$ cat src/rtl/dps_strap_mux_if.sv
// Pad-side and core-side signals of the debug-port strap mux.
// The master modport belongs to dps_strap_mux; slave is the surrounding top level.
interface dps_strap_mux_if;
  logic pad_clk_i;
  logic pad_sel_i;
  logic pad_din_i;
  logic pad_trst_ni;
  logic pad_srst_ni;
  logic pad_dout_o;
  logic pad_dout_oe_o;
  logic jtag_tck_o;
  logic jtag_tms_o;
  logic jtag_tdi_o;
  logic jtag_trst_no;
  logic jtag_srst_no;
  logic jtag_tdo_i;
  logic spi_sck_o;
  logic spi_csb_o;
  logic spi_mosi_o;
  logic spi_miso_i;
  logic spi_miso_en_i;

  modport master (
    input  pad_clk_i, pad_sel_i, pad_din_i, pad_trst_ni, pad_srst_ni,
    input  jtag_tdo_i, spi_miso_i, spi_miso_en_i,
    output pad_dout_o, pad_dout_oe_o,
    output jtag_tck_o, jtag_tms_o, jtag_tdi_o, jtag_trst_no, jtag_srst_no,
    output spi_sck_o, spi_csb_o, spi_mosi_o
  );

  modport slave (
    output pad_clk_i, pad_sel_i, pad_din_i, pad_trst_ni, pad_srst_ni,
    output jtag_tdo_i, spi_miso_i, spi_miso_en_i,
    input  pad_dout_o, pad_dout_oe_o,
    input  jtag_tck_o, jtag_tms_o, jtag_tdi_o, jtag_trst_no, jtag_srst_no,
    input  spi_sck_o, spi_csb_o, spi_mosi_o
  );
endinterface

$ cat src/rtl/dps_strap_mux.sv
// Strap sampler with settle/debounce/lock, and a combinational DPS pad mux
// that routes the shared pads to the JTAG TAP or the spi_device once locked.
module dps_strap_mux #(
  parameter int unsigned NumStraps      = 2,
  parameter int unsigned SettleCycles   = 4,
  parameter int unsigned DebounceCycles = 16
) (
  input  logic                 clk_i,
  input  logic                 rst_i,
  input  logic [NumStraps-1:0] strap_i,
  input  logic                 resample_i,
  dps_strap_mux_if.master      dps,
  output logic [NumStraps-1:0] strap_o,
  output logic                 strap_valid_o,
  output logic                 mode_spi_o,
  output logic [1:0]           dbg_state_o
);
  localparam int unsigned MaxCycles =
    (SettleCycles > DebounceCycles) ? SettleCycles : DebounceCycles;
  localparam int unsigned CntW = $clog2(MaxCycles + 1);
  localparam logic [CntW-1:0] SettleLast   = CntW'(SettleCycles - 1);
  localparam logic [CntW-1:0] DebounceLast = CntW'(DebounceCycles - 1);

  typedef enum logic [1:0] {
    ST_SETTLE   = 2'd0,
    ST_SAMPLE   = 2'd1,
    ST_DEBOUNCE = 2'd2,
    ST_LOCKED   = 2'd3
  } state_e;

  state_e               state_q, state_d;
  logic [CntW-1:0]      cnt_q, cnt_d;
  logic [NumStraps-1:0] cand_q, cand_d;
  logic [NumStraps-1:0] strap_q, strap_d;
  logic                 locked;

  always_ff @(posedge clk_i or posedge rst_i) begin
    if (rst_i) begin
      state_q <= ST_SETTLE;
      cnt_q   <= '0;
      cand_q  <= '0;
      strap_q <= '0;
    end else begin
      state_q <= state_d;
      cnt_q   <= cnt_d;
      cand_q  <= cand_d;
      strap_q <= strap_d;
    end
  end

  always_comb begin
    state_d = state_q;
    cnt_d   = cnt_q;
    cand_d  = cand_q;
    strap_d = strap_q;
    unique case (state_q)
      ST_SETTLE: begin
        if (cnt_q == SettleLast) begin
          state_d = ST_SAMPLE;
          cnt_d   = '0;
        end else begin
          cnt_d = cnt_q + CntW'(1);
        end
      end
      ST_SAMPLE: begin
        cand_d  = strap_i;
        cnt_d   = '0;
        state_d = ST_DEBOUNCE;
      end
      ST_DEBOUNCE: begin
        // Any change restarts the stability window around the new value.
        if (strap_i != cand_q) begin
          cand_d = strap_i;
          cnt_d  = '0;
        end else if (cnt_q == DebounceLast) begin
          strap_d = cand_q;
          cnt_d   = '0;
          state_d = ST_LOCKED;
        end else begin
          cnt_d = cnt_q + CntW'(1);
        end
      end
      ST_LOCKED: begin
        if (resample_i) begin
          state_d = ST_SETTLE;
          cnt_d   = '0;
        end
      end
      default: state_d = ST_SETTLE;
    endcase
  end

  // strap_valid_o is a level qualifier with no ready: strap_o and the pad
  // mux are meaningful exactly while it is high.
  assign locked        = (state_q == ST_LOCKED);
  assign strap_valid_o = locked;
  assign strap_o       = strap_q;
  assign mode_spi_o    = strap_q[0];
  assign dbg_state_o   = state_q;

  // Pad paths stay combinational so TCK/SCK edges are never retimed.
  always_comb begin
    dps.jtag_tck_o    = 1'b0;
    dps.jtag_tms_o    = 1'b1;
    dps.jtag_tdi_o    = 1'b0;
    dps.jtag_trst_no  = 1'b0;
    dps.jtag_srst_no  = 1'b1;
    dps.spi_sck_o     = 1'b0;
    dps.spi_csb_o     = 1'b1;
    dps.spi_mosi_o    = 1'b0;
    dps.pad_dout_o    = 1'b0;
    dps.pad_dout_oe_o = 1'b0;
    if (locked) begin
      if (!strap_q[0]) begin
        dps.jtag_tck_o    = dps.pad_clk_i;
        dps.jtag_tms_o    = dps.pad_sel_i;
        dps.jtag_tdi_o    = dps.pad_din_i;
        dps.jtag_trst_no  = dps.pad_trst_ni;
        dps.jtag_srst_no  = dps.pad_srst_ni;
        dps.pad_dout_o    = dps.jtag_tdo_i;
        dps.pad_dout_oe_o = 1'b1;
      end else begin
        dps.spi_sck_o     = dps.pad_clk_i;
        dps.spi_csb_o     = dps.pad_sel_i;
        dps.spi_mosi_o    = dps.pad_din_i;
        dps.pad_dout_o    = dps.spi_miso_i;
        dps.pad_dout_oe_o = dps.spi_miso_en_i;
      end
    end
  end
endmodule
$ cat src/flat_wrapper.sv
// flat-port wrapper written by rule: the top's interface ports become plain ports
module dps_strap_mux_flat 
#(
  parameter int unsigned NumStraps      = 2,
  parameter int unsigned SettleCycles   = 4,
  parameter int unsigned DebounceCycles = 16
)
  (clk_i, rst_i, strap_i, resample_i, strap_o, strap_valid_o, mode_spi_o, dbg_state_o, dps_pad_clk_i, dps_pad_sel_i, dps_pad_din_i, dps_pad_trst_ni, dps_pad_srst_ni, dps_jtag_tdo_i, dps_spi_miso_i, dps_spi_miso_en_i, dps_pad_dout_o, dps_pad_dout_oe_o, dps_jtag_tck_o, dps_jtag_tms_o, dps_jtag_tdi_o, dps_jtag_trst_no, dps_jtag_srst_no, dps_spi_sck_o, dps_spi_csb_o, dps_spi_mosi_o);
  dps_strap_mux_if dps_i ();
  input  logic clk_i;
  input  logic rst_i;
  input  logic [NumStraps-1:0] strap_i;
  input  logic resample_i;
  output logic [NumStraps-1:0] strap_o;
  output logic strap_valid_o;
  output logic mode_spi_o;
  output logic [1:0] dbg_state_o;
  input wire logic [$bits(dps_i.pad_clk_i)-1:0] dps_pad_clk_i;
  input wire logic [$bits(dps_i.pad_sel_i)-1:0] dps_pad_sel_i;
  input wire logic [$bits(dps_i.pad_din_i)-1:0] dps_pad_din_i;
  input wire logic [$bits(dps_i.pad_trst_ni)-1:0] dps_pad_trst_ni;
  input wire logic [$bits(dps_i.pad_srst_ni)-1:0] dps_pad_srst_ni;
  input wire logic [$bits(dps_i.jtag_tdo_i)-1:0] dps_jtag_tdo_i;
  input wire logic [$bits(dps_i.spi_miso_i)-1:0] dps_spi_miso_i;
  input wire logic [$bits(dps_i.spi_miso_en_i)-1:0] dps_spi_miso_en_i;
  output wire logic [$bits(dps_i.pad_dout_o)-1:0] dps_pad_dout_o;
  output wire logic [$bits(dps_i.pad_dout_oe_o)-1:0] dps_pad_dout_oe_o;
  output wire logic [$bits(dps_i.jtag_tck_o)-1:0] dps_jtag_tck_o;
  output wire logic [$bits(dps_i.jtag_tms_o)-1:0] dps_jtag_tms_o;
  output wire logic [$bits(dps_i.jtag_tdi_o)-1:0] dps_jtag_tdi_o;
  output wire logic [$bits(dps_i.jtag_trst_no)-1:0] dps_jtag_trst_no;
  output wire logic [$bits(dps_i.jtag_srst_no)-1:0] dps_jtag_srst_no;
  output wire logic [$bits(dps_i.spi_sck_o)-1:0] dps_spi_sck_o;
  output wire logic [$bits(dps_i.spi_csb_o)-1:0] dps_spi_csb_o;
  output wire logic [$bits(dps_i.spi_mosi_o)-1:0] dps_spi_mosi_o;
  assign dps_i.pad_clk_i = dps_pad_clk_i;
  assign dps_i.pad_sel_i = dps_pad_sel_i;
  assign dps_i.pad_din_i = dps_pad_din_i;
  assign dps_i.pad_trst_ni = dps_pad_trst_ni;
  assign dps_i.pad_srst_ni = dps_pad_srst_ni;
  assign dps_i.jtag_tdo_i = dps_jtag_tdo_i;
  assign dps_i.spi_miso_i = dps_spi_miso_i;
  assign dps_i.spi_miso_en_i = dps_spi_miso_en_i;
  assign dps_pad_dout_o = dps_i.pad_dout_o;
  assign dps_pad_dout_oe_o = dps_i.pad_dout_oe_o;
  assign dps_jtag_tck_o = dps_i.jtag_tck_o;
  assign dps_jtag_tms_o = dps_i.jtag_tms_o;
  assign dps_jtag_tdi_o = dps_i.jtag_tdi_o;
  assign dps_jtag_trst_no = dps_i.jtag_trst_no;
  assign dps_jtag_srst_no = dps_i.jtag_srst_no;
  assign dps_spi_sck_o = dps_i.spi_sck_o;
  assign dps_spi_csb_o = dps_i.spi_csb_o;
  assign dps_spi_mosi_o = dps_i.spi_mosi_o;
  dps_strap_mux #(.NumStraps(NumStraps), .SettleCycles(SettleCycles), .DebounceCycles(DebounceCycles)) u_core (.clk_i(clk_i), .rst_i(rst_i), .strap_i(strap_i), .resample_i(resample_i), .dps(dps_i), .strap_o(strap_o), .strap_valid_o(strap_valid_o), .mode_spi_o(mode_spi_o), .dbg_state_o(dbg_state_o));
endmodule
$ cat config.mk
export PLATFORM = sky130hd
export DESIGN_NAME = dps_strap_mux_flat
export DESIGN_NICKNAME = d
export VERILOG_FILES = /design/src/rtl/dps_strap_mux_if.sv /design/src/rtl/dps_strap_mux.sv /design/src/flat_wrapper.sv
export SDC_FILE = /design/constraint.sdc
export NUM_CORES = 1
export LEC_CHECK = 0
export ABC_AREA = 1
export BUFFER_PORTS_ARGS = -buffer_cell sky130_fd_sc_hd__buf_2
export CORE_UTILIZATION = 45
export DETAILED_ROUTE_END_ITERATION = 8
export HOLD_SLACK_MARGIN = 0.05
export PLACE_DENSITY = 0.81
export SLEW_MARGIN = 25
export SYNTH_ARGS = -nofsm -noshare
export SYNTH_HDL_FRONTEND = slang
export SYNTH_SLANG_ARGS = --single-unit
$ cat constraint.sdc
create_clock -name clk_i -period 2.4 [get_ports clk_i]
set_input_delay 0.24 -clock clk_i [delete_from_list [all_inputs] [get_ports clk_i]]
set_output_delay 0.24 -clock clk_i [all_outputs]
set_load 0.01 [all_outputs]
# ---- After elaboration in Yosys (flattened, before gate mapping)
# Index checks and enable logic that the tools add are counted.
dict set report totals {
  ff_bits 11
  input_bits 13
}
dict set report op_classes {
  n_addsub 1
  muxes 32
  bitwise_logic 1
  n_reduce_logical 5
  eq_ne 11
}
# operator n
set op_table {}
lappend op_table {{1-bit 2-to-1 mux} 20}
lappend op_table {{5-bit 2-to-1 mux} 4}
lappend op_table {{5-bit one-hot mux with 4 select lines} 1}
lappend op_table {{2-bit 2-to-1 mux} 5}
lappend op_table {{2-bit one-hot mux with 4 select lines} 1}
lappend op_table {{2-bit by 1-bit != test with 1-bit output, second input constant} 3}
lappend op_table {{5-bit by 1-bit adder with 5-bit output, second input constant} 1}
lappend op_table {{5-bit by 2-bit == test with 1-bit output, second input constant} 1}
lappend op_table {{5-bit by 4-bit == test with 1-bit output, second input constant} 1}
lappend op_table {{2-bit == test, second input constant} 2}
lappend op_table {{2-bit != test, second input constant} 2}
lappend op_table {{2-bit one-hot mux with 2 select lines} 1}
lappend op_table {{4-bit AND reduction} 1}
lappend op_table {{3-bit AND reduction} 1}
lappend op_table {{2-bit by 1-bit == test with 1-bit output, second input constant} 1}
lappend op_table {{2-bit zero test} 1}
lappend op_table {{2-bit != test} 1}
lappend op_table {{2-bit AND reduction} 1}
lappend op_table {{2-bit nonzero test} 1}
lappend op_table {{1-bit NOT} 1}

# ---- Longest topological paths before layout
# Gate-level depths: netlist of the first run.
dict set report depth {
  depth_word 4
  depth_mapped 9
  depth_no_buf 9
}

# ---- Worst setup path after synthesis of the first run
# Ideal clock, no wire load.
dict set report synth_path {
  kind {register to output}
  start {register u_core.state_q[0], in the netlist u_core.dbg_state_o[0]}
  end {output dps_jtag_srst_no}
  arrival_ps 1291
  stages_incl_launch_ff 6
  path_slack_ps 869
  required_time_ps 2160
  cell_sequence {dfrtp_1 -> ha_1 -> inv_2 -> nor2_1 -> inv_1 -> or2_1}
}
dict set report synth_via {
  elab_chain_len 2
}
# element line
set synth_lines {}
lappend synth_lines {{start, declared} dps_strap_mux.sv:31} ;# state_e state_q, state_d;
lappend synth_lines {{start signal, assigned} dps_strap_mux.sv:44} ;# state_q <= state_d;
lappend synth_lines {{2-bit == test} dps_strap_mux.sv:95} ;# assign locked = (state_q == ST_LOCKED);
lappend synth_lines {{net strap_valid_o} flat_wrapper.sv:15} ;# output logic strap_valid_o;
lappend synth_lines {{1-bit 2-to-1 mux} dps_strap_mux.sv:113} ;# if (locked) begin
lappend synth_lines {{end, declared} flat_wrapper.sv:32} ;# output wire logic [$bits(dps_i.jtag_srst_no)-1:0] dps_jtag_srst_no;
# The timed path passes the listed nets, and every way through them passes these cells.

# ---- Final worst setup path of the first run
dict set report layout_path {
  start {register u_core.state_q[1], in the netlist u_core.dbg_state_o[1]}
  end {output dps_jtag_srst_no}
}
dict set report layout_via {
  elab_chain_len 2
}
# element line
set layout_lines {}
lappend layout_lines {{2-bit == test} dps_strap_mux.sv:95}
lappend layout_lines {{1-bit 2-to-1 mux} dps_strap_mux.sv:113}
# No other way between the ends.

==> results of run 1 <==
-- flip-flops by register name, indices dropped and copies added, names as in the netlist --
name,cells
u_core.cnt_q,5
u_core.dbg_state_o,2
u_core.cand_q,2
u_core.strap_o,2
-- placed cells by master, fill, tap and decap left out --
| master | Yosys | layout |
|---|---|---|
| sky130_fd_sc_hd__nand2_2 | 3 | 3 |
| sky130_fd_sc_hd__nor2_1 | 13 | 13 |
| sky130_fd_sc_hd__inv_1 | 22 | 22 |
| sky130_fd_sc_hd__xnor2_1 | 1 | 1 |
| sky130_fd_sc_hd__a21oi_1 | 3 | 3 |
| sky130_fd_sc_hd__a21oi_2 | 2 | 2 |
| sky130_fd_sc_hd__o21ai_1 | 1 | 1 |
| sky130_fd_sc_hd__clkbuf_1 | 0 | 1 |
| sky130_fd_sc_hd__o21ai_0 | 6 | 6 |
| sky130_fd_sc_hd__clkbuf_4 | 0 | 3 |
| sky130_fd_sc_hd__ha_1 | 8 | 8 |
| sky130_fd_sc_hd__or2_1 | 1 | 1 |
| sky130_fd_sc_hd__dfrtp_1 | 11 | 11 |
| sky130_fd_sc_hd__inv_2 | 1 | 1 |
| sky130_fd_sc_hd__buf_2 | 0 | 28 |
| sky130_fd_sc_hd__dlygate4sd3_1 | 0 | 1 |
| sky130_fd_sc_hd__nor3_1 | 2 | 2 |
| sky130_fd_sc_hd__nand4_1 | 1 | 1 |
| sky130_fd_sc_hd__nand2_1 | 29 | 29 |
| sky130_fd_sc_hd__nor2_4 | 1 | 1 |
| sky130_fd_sc_hd__xor2_1 | 1 | 1 |
| sky130_fd_sc_hd__nand3_1 | 8 | 8 |
| sky130_fd_sc_hd__o21ai_2 | 2 | 2 |
-- routing by layer --
metal  track usage  wire length (um)
met5             0                 0
met2         0.356               856
met3        0.0240               101
met4         0.127                16
met1         0.208               744
-- area by class of cell --
class	instances	area share
multi-input cells	82	0.443
inverters	23	0.0845
well taps	25	0.0306
clock buffers	4	0.0257
flip-flops and latches	11	0.269
repair buffers	29	0.147
-- stage by stage --
| stage | hold WS (ps) | utilization | setup WS [ps] |
|---|---|---|---|
| final | 232 | 0.592 | 442 |
| after global routing | 231 | 0.592 | 322 |
| after global placement | 253 | 0.571 | 781 |
| after detailed placement | 259 | 0.571 | 721 |
| after floorplan | 92.4 | - | 869 |
| after CTS | 231 | 0.592 | 422 |
-- power by group --
part	switching (W)	total (W)	internal, W
registers	0.0000119	0.000211	0.000200
clock network	0.0000633	0.000128	0.0000644
logic	0.0000520	0.0000832	0.0000311
total	0.000127	0.000422	0.000295
-- tightest hold or removal path, stage by stage --
cell and delay [ps]:
sky130_fd_sc_hd__buf_2 110, sky130_fd_sc_hd__inv_1 40, sky130_fd_sc_hd__o21ai_0 70
-- cell usage after synthesis (all sizes together) --
master	number
a21oi	5
buf	1
dfrtp	11
ha	8
inv	23
nand2	32
nand3	8
nand4	1
nor2	14
nor3	2
o21ai	9
or2	1
xnor2	1
xor2	1
-- worst min path at each step --
stage / start / endpoint / slack (ps) / cells past startpoint
finish: strap_i[1] / u_core.cand_q[1] / 230 / 3
global route: strap_i[1] / u_core.cand_q[1] / 230 / 3
global placement: rst_i / u_core.cand_q[0] / 250 / 2
CTS: strap_i[1] / u_core.cand_q[1] / 230 / 3
detailed placement: rst_i / u_core.strap_o[0] / 260 / 2
floorplan: rst_i / u_core.cand_q[0] / 90 / 1
-- cells by family after synthesis --
kind of cell / share of synthesized area
AO/OA/AOI/OAI: 0.103
XOR/XNOR: 0.0213
adder cells (fa/ha/maj): 0.122
buffers and inverters: 0.114
flip-flops: 0.335
AND/OR/NAND/NOR: 0.304
-- what timing repair did --
item	4_1_cts	5_1_grt
buffers inserted	0	0
hold buffers	1	0
gates resized for setup	0	0
endpoints found under the hold margin	11	0
==> results.toml, run 1 <==
[status]
status = "completed"

[hold_path]
hold_class = "input pin to flip-flop"

[placed_design]
numPlacedInstances = 169
gp_congestion = 0.802
detailed_place_hpwl_mm = 1.33
placement.io_buffers = 28
placed_area_um2 = 986

[worst_setup_path]
worst-path-max-fanout = 6
crit-reg2reg-launch = "u_core.cnt_q[0]"
crit_buf_inv = 3
start_kind = "flip-flop"
cp_data_arrival_time_ps = 1720
endpoint = "dps_jtag_srst_no"
crit_slowest_cell = "sky130_fd_sc_hd__dfrtp_1"
critical_path.top_delay_family = "flip-flops"
worstPathRequired_ps = 2160
crit_path_start = "u_core.dbg_state_o[1]"
crit_cells = 6
cp-end-kind = "primary output"
reg2regPathDepth = 9
r2r_slack_ps = 710
crit_path_max_incr_delay_ps = 430
timing.rr.end = "u_core.cnt_q[0]"
cell_chain_of_the_critical_path = "ha_1, inv_2, nor2_1, inv_1, or2_1, buf_2"
worstSetupPathType = "flip-flop to primary output"

[final_layout]
layout-area-overhead-vs-synth_pct = 24.4
num-fill-cells = 175
finalInstanceArea_um2 = 1020
antenna-diode-count = 0
multiInputGateArea_um2 = 453
final_net_count = 171
share_of_final_layout_standard_cells_stronger_than_drive_strength_1 = 0.268
fin_cells = 174
seq_area_um2 = 275

[die]
die-height_um = 44.7
placement_rows = 15
initial_utilization = 0.476
die_area_um2 = 2000
io-pin-count = 29
core_area_um2 = 1730
die_w_um = 44.7

[detailed_routing]
vias = 805
dr.pass1.iters = 4
route.detailed.vias_per_inst = 4.63
detail_route.drc_violations = 0
routed_len_inst_um = 9.88
final_antenna_net_count = 0
detail_route.iter0.violations = 5
routed_wl_mm = 1.72

[pwr]
irDropWorstVdd_mv = 0.302
pwr_density_cell_nw_per_um2 = 413
p_leak_nw = 0.575
totalPowerFinal_w = 0.000422

[synthesis]
synthDominantCellAreaShare = 0.335
sequential_element_share_of_the_synthesized_area = 0.335
synthDistinctLibCells = 20
ys_ff_latch = 11
syn-num-nets = 138
syn_area_um2 = 822
synth_top_cell_by_area = "sky130_fd_sc_hd__dfrtp_1"
synth_cells = 117
syn_avg_cell_area_um2 = 7.03
yosys-top-cells-area = "sky130_fd_sc_hd__dfrtp_1, sky130_fd_sc_hd__nand2_1, sky130_fd_sc_hd__ha_1"
synth_warnings = 0

[clock_tree]
cts_made_buffers = 3
largest_buffer_count_on_any_clock_path = 2
htreeDepth = 1
tritoncts = "done"
path_clk_slew_ps = 70
clock_latency_ps = 270
clock-sinks = 11
ctsRootBufferMaster = "sky130_fd_sc_hd__clkbuf_4"

[global_routing]
initial_antenna_violation_count = 0
largest_net_degree_at_the_start_of_global_routing = 12
wire_length_of_the_first_global_routing_pass_mm = 2.73
track_usage = 0.194
via_count_of_the_first_global_routing_pass = 690
grt_overflow = 0

[timing]
timing.final.crit_period_ps = 1960
timing_hold_violations_final = 0
worstMarginPinSlew_ps = 431
final_min_period_over_clock_period = 0.816
finalClockSkew_ps = 4.82
finalSetupViolCount = 0
count_of_final_max_slew_check_failures = 0
setup_repair_after_global_routing_missed_its_margin = "no"
max-slew-margin-rel = 0.712
final.setup.tns_ps = 0
maximum_frequency_from_static_timing_analysis_ghz = 0.511

[flow_run]
cap_violations = 0
Power figures use the tool's default switching activity.
==> run 2: changes to the inputs <==
clock period = 1.93 ns   (was 2.4 ns; I/O delays follow)
==> run 2 against run 1 <==
Net effect: sequential power is 26% higher; register-to-register slack worse by 470 ps; power is 25% higher; sequential cell count stayed put; via count is 2.4% higher; clock-buffer cell count stayed put; first-iteration DRC count grew to 4.6 times the previous value; final cell count stayed put.
==> results.toml, run 2 (synthesis gave the netlist of run 1 again) <==
[detailed_routing]
detail_route.drc_violations = 0
dr.pass1.iters = 6
detail_route.iter0.violations = 23
final_antenna_net_count = 0
routed_wl_mm = 1.81
routed_len_inst_um = 10.4
route.detailed.vias_per_inst = 4.74
vias = 824

[pwr]
irDropWorstVdd_mv = 0.393
sequentialPowerShare = 0.500
pwr_density_cell_nw_per_um2 = 512
internal_dissipation_w = 0.000368
p_leak_nw = 0.576
power.combinational.fraction = 0.193
net-switching-power_w = 0.000162
totalPowerFinal_w = 0.000530
power.switching_fraction = 0.306
clock_power_share = 0.307

[final_layout]
finalInstanceArea_um2 = 1030
multiInputGateArea_um2 = 465
flip_flop_count_of_the_largest_register_all_copies_and_words_added = 5
largest-register = "u_core.cnt_q"
final_net_count = 171
seq_area_um2 = 275
num-fill-cells = 184
layout-area-overhead-vs-synth_pct = 25.9
final_common_cell = "sky130_fd_sc_hd__nand2_1"
fin_cells = 174
antenna-diode-count = 0
most-common-layout-cells = "sky130_fd_sc_hd__nand2_1, sky130_fd_sc_hd__buf_2, sky130_fd_sc_hd__inv_1"
share_of_final_layout_standard_cells_stronger_than_drive_strength_1 = 0.275

[die]
die_w_um = 44.7
die-height_um = 44.7
core_area_um2 = 1730
io-pin-count = 29
initial_utilization = 0.476
die_area_um2 = 2000
placement_rows = 15

[timing]
final.setup.tns_ps = 0
worstMarginPinSlew_ps = 413
final_min_period_over_clock_period = 0.938
finalSetupViolCount = 0
count_of_final_max_slew_check_failures = 0
finalClockSkew_ps = 3.07
maximum_frequency_from_static_timing_analysis_ghz = 0.553
timing_hold_violations_final = 0
setup_repair_after_global_routing_missed_its_margin = "no"
max-slew-margin-rel = 0.725
timing.final.crit_period_ps = 1810

[clock_tree]
htreeDepth = 1
cts_made_buffers = 3
ctsRootBufferMaster = "sky130_fd_sc_hd__clkbuf_4"
clock-sinks = 11
path_clk_slew_ps = 70
tritoncts = "done"
postCtsSetupRepairBufs = 0
clock_latency_ps = 270
largest_buffer_count_on_any_clock_path = 2

[global_routing]
grt.busiest_layer = "met2"
grt.met2_usage = 0.365
track_usage = 0.193
wire_length_of_the_first_global_routing_pass_mm = 2.80
largest_net_degree_at_the_start_of_global_routing = 12
global_route.usage.met1 = 0.221
via_count_of_the_first_global_routing_pass = 696
gr_util_met3 = 0.0160
initial_antenna_violation_count = 0
grt_overflow = 0

[worst_setup_path]
cp_data_arrival_time_ps = 1620
worst-path-max-fanout = 6
cp-end-kind = "primary output"
r2r_slack_ps = 240
worstSetupPathType = "flip-flop to primary output"
worstPathRequired_ps = 1740
start_kind = "flip-flop"

[placed_design]
numPlacedInstances = 169
placement.io_buffers = 28
placed_area_um2 = 986
gp_congestion = 0.817
detailed_place_hpwl_mm = 1.44

[status]
status = "completed"

[flow_run]
cap_violations = 0

[hold_path]
hold_class = "input pin to flip-flop"
run 2: cell counts in the layout (fill, tap and decap cells not counted):
Identical to the previous run, type by type.
run 2: timing repair:
action / CTS / global route
hold buffers: 1 / 0
gates resized for setup: 1 / 1
endpoints found under the setup margin: 1 / 1
endpoints found under the hold margin: 11 / 0
run 2: metal layers:
layer	wire length, um	vias to the layer above
li1	-	421
met1	768	359
met2	911	42
met3	112	2
met4	19	0
met5	0	-
run 2: worst paths after layout:
kind | start | endpoint | cells past startpoint
worst max-delay path | u_core.dbg_state_o[0] | dps_jtag_srst_no | 6
worst min-delay path | strap_i[1] | u_core.cand_q[1] | 3
worst max register to register | u_core.cnt_q[0] | u_core.dbg_state_o[0] | 9
worst min register to register | u_core.strap_o[1] | u_core.strap_o[1] | 2
max in group asynchronous | rst_i | u_core.dbg_state_o[1] | 3
min in group asynchronous | rst_i | u_core.cand_q[1] | 3
run 2: critical path, stage by stage (launching register included):
cell	delay [ps]
sky130_fd_sc_hd__dfrtp_1	470
sky130_fd_sc_hd__ha_4	210
sky130_fd_sc_hd__inv_2	50
sky130_fd_sc_hd__nor2_1	180
sky130_fd_sc_hd__inv_1	90
sky130_fd_sc_hd__or2_1	200
sky130_fd_sc_hd__buf_2	130
run 2: power groups by stage:
| stage | Sequential, W | Combinational [W] | Clock [W] |
|---|---|---|---|
| after floorplan | 0.000265 | 0.0000727 | 0 |
| after global placement | 0.000267 | 0.0000968 | 0 |
| after detailed placement | 0.000268 | 0.0000987 | 0 |
| after CTS | 0.000264 | 0.000104 | 0.000163 |
| after global routing | 0.000268 | 0.000119 | 0.000173 |
| final | 0.000265 | 0.000102 | 0.000163 |
run 2: cell type report:
class / count / area share
multi-input cells: 82 / 0.450
flip-flops and latches: 11 / 0.266
repair buffers: 29 / 0.145
inverters: 23 / 0.0834
well taps: 25 / 0.0302
clock buffers: 4 / 0.0254
run 2: per-stage QoR:
step	utilization	hold WS, ps	setup slack (ps)
2_1_floorplan	-	45.4	430
3_3_place_gp	0.571	203	326
3_5_place_dp	0.571	205	289
4_1_cts	0.593	190	51.0
5_1_grt	0.599	208	5.32
6_report	0.599	184	121
==> run 3: changes to the inputs <==
CORE_MARGIN = 3   (was unset)
==> run 3 against run 2 <==
Net effect: combinational power barely moved; clock skew rose by 8.6 ps; cell area fell by 0.12%; global-route usage fell by 3.4 points; worst setup slack got worse by 6.4 ps; clock-buffer cell count did not move; critical path depth did not move; register-to-register slack got worse by 70 ps; sequential power barely moved; largest cell class unchanged; largest power group unchanged.
==> results.toml, run 3 (synthesis gave the netlist of run 1 again) <==
[status]
status = "completed"

[die]
die-height_um = 48.7
initial_utilization = 0.510
io-pin-count = 29
die_area_um2 = 2380
placement_rows = 14
core_area_um2 = 1610
die_w_um = 48.7

[final_layout]
finalInstanceArea_um2 = 1030
most-common-layout-cells = "sky130_fd_sc_hd__nand2_1, sky130_fd_sc_hd__buf_2, sky130_fd_sc_hd__inv_1"
final_net_count = 171
flip_flop_count_of_the_largest_register_all_copies_and_words_added = 5
share_of_final_layout_standard_cells_stronger_than_drive_strength_1 = 0.275
layout-area-overhead-vs-synth_pct = 25.7
antenna-diode-count = 0
largest-register = "u_core.cnt_q"
final_common_cell = "sky130_fd_sc_hd__nand2_1"

[worst_setup_path]
worst-path-max-fanout = 6
cp_data_arrival_time_ps = 1620
critical_path.top_delay_family = "flip-flops"
cell_chain_of_the_critical_path = "ha_4, inv_2, nor2_1, inv_1, or2_1, buf_2"
worstPathRequired_ps = 1740
worstSetupPathType = "flip-flop to primary output"
r2r_slack_ps = 170
start_kind = "flip-flop"
crit_path_max_incr_delay_ps = 470
crit_buf_inv = 3
cp-end-kind = "primary output"
crit_slowest_cell = "sky130_fd_sc_hd__dfrtp_1"

[pwr]
p_leak_nw = 0.576
pwr_density_cell_nw_per_um2 = 515
irDropWorstVdd_mv = 0.384

[clock_tree]
cts_made_buffers = 3
largest_buffer_count_on_any_clock_path = 2
path_clk_slew_ps = 80
tritoncts = "done"
clock-sinks = 11
ctsRootBufferMaster = "sky130_fd_sc_hd__clkbuf_4"
postCtsSetupRepairBufs = 0
htreeDepth = 1
clock_latency_ps = 280

[detailed_routing]
detail_route.iter0.violations = 25
route.detailed.vias_per_inst = 4.86
final_antenna_net_count = 0
detail_route.drc_violations = 0
routed_wl_mm = 1.92
routed_len_inst_um = 11.1
vias = 840
dr.pass1.iters = 5

[timing]
timing_hold_violations_final = 0
max-slew-margin-rel = 0.708
count_of_final_max_slew_check_failures = 0
timing.final.crit_period_ps = 1820
finalSetupViolCount = 0
maximum_frequency_from_static_timing_analysis_ghz = 0.551
worstMarginPinSlew_ps = 437
finalClockSkew_ps = 11.7
setup_repair_after_global_routing_missed_its_margin = "no"
final.setup.tns_ps = 0
final_min_period_over_clock_period = 0.941

[global_routing]
initial_antenna_violation_count = 0
via_count_of_the_first_global_routing_pass = 743
grt_overflow = 0
wire_length_of_the_first_global_routing_pass_mm = 3.01
track_usage = 0.159
largest_net_degree_at_the_start_of_global_routing = 12

[hold_path]
hold_class = "input pin to flip-flop"

[flow_run]
cap_violations = 0

[placed_design]
placement.io_buffers = 28
detailed_place_hpwl_mm = 1.54
gp_congestion = 0.784
placed_area_um2 = 985
-- run 3: cell counts in the layout (fill, tap and decap cells not counted) --
No cell type changed its count.
-- run 3: worst register-to-register path, cell delays in order (launching register included) --
cell	delay, ps
sky130_fd_sc_hd__dfrtp_1	400
sky130_fd_sc_hd__ha_1	220
sky130_fd_sc_hd__nand2_1	90
sky130_fd_sc_hd__nor2_1	140
sky130_fd_sc_hd__ha_1	260
sky130_fd_sc_hd__o21ai_0	150
sky130_fd_sc_hd__a21oi_2	140
sky130_fd_sc_hd__nand2_1	100
sky130_fd_sc_hd__nand2_1	70
sky130_fd_sc_hd__o21ai_1	70
-- run 3: final timing paths --
path	end	depth (start not counted)	start
max in group asynchronous	u_core.cnt_q[0]	3	rst_i
min in group asynchronous	u_core.strap_o[0]	3	rst_i
worst max register to register	u_core.dbg_state_o[0]	9	u_core.cnt_q[0]
worst min register to register	u_core.strap_o[1]	2	u_core.strap_o[1]
worst min-delay path	u_core.cand_q[1]	3	strap_i[1]
worst max-delay path	dps_jtag_srst_no	6	u_core.dbg_state_o[0]
-- run 3: final cells by class --
class                           instances  area [um2]
Fill cell                             163         578
Multi-Input combinational cell         82         465
Sequential cell                        11         275
Timing Repair Buffer                   29         150
Inverter                               23        86.3
Tap cell                               24        30.0
Clock buffer                            4        26.3
-- run 3: layer usage --
metal	routed length (um)	global-route usage	vias to the layer above
li1	-	-	424
met1	746	0.166	371
met2	1000	0.314	39
met3	152	0.0245	6
met4	18	0.0569	0
met5	0	0	-
-- run 3: per-stage QoR --
stage	utilization	setup slack (ps)	hold WS, ps	std cells	total power, W
floorplan	-	430	45.4	117	0.000338
global placement	0.611	334	200	168	0.000363
detailed placement	0.611	234	218	168	0.000369
CTS	0.635	40.9	196	173	0.000532
global route	0.641	12.3	200	173	0.000560
finish	0.641	114	193	173	0.000532
-- run 3: power breakdown --
group | total, W | switching, W | leakage (nW) | internal, W
Clock | 0.000165 | 0.0000847 | 0.0150 | 0.0000800
Combinational | 0.000102 | 0.0000633 | 0.418 | 0.0000390
Sequential | 0.000265 | 0.0000170 | 0.143 | 0.000248
Total | 0.000532 | 0.000165 | 0.576 | 0.000367
-- run 3: what timing repair did --
item                                   4_1_cts  5_1_grt
endpoints found under the hold margin       11        0
gates resized for setup                      1        1
setup endpoints to repair                    1        1
hold buffers                                 1        0
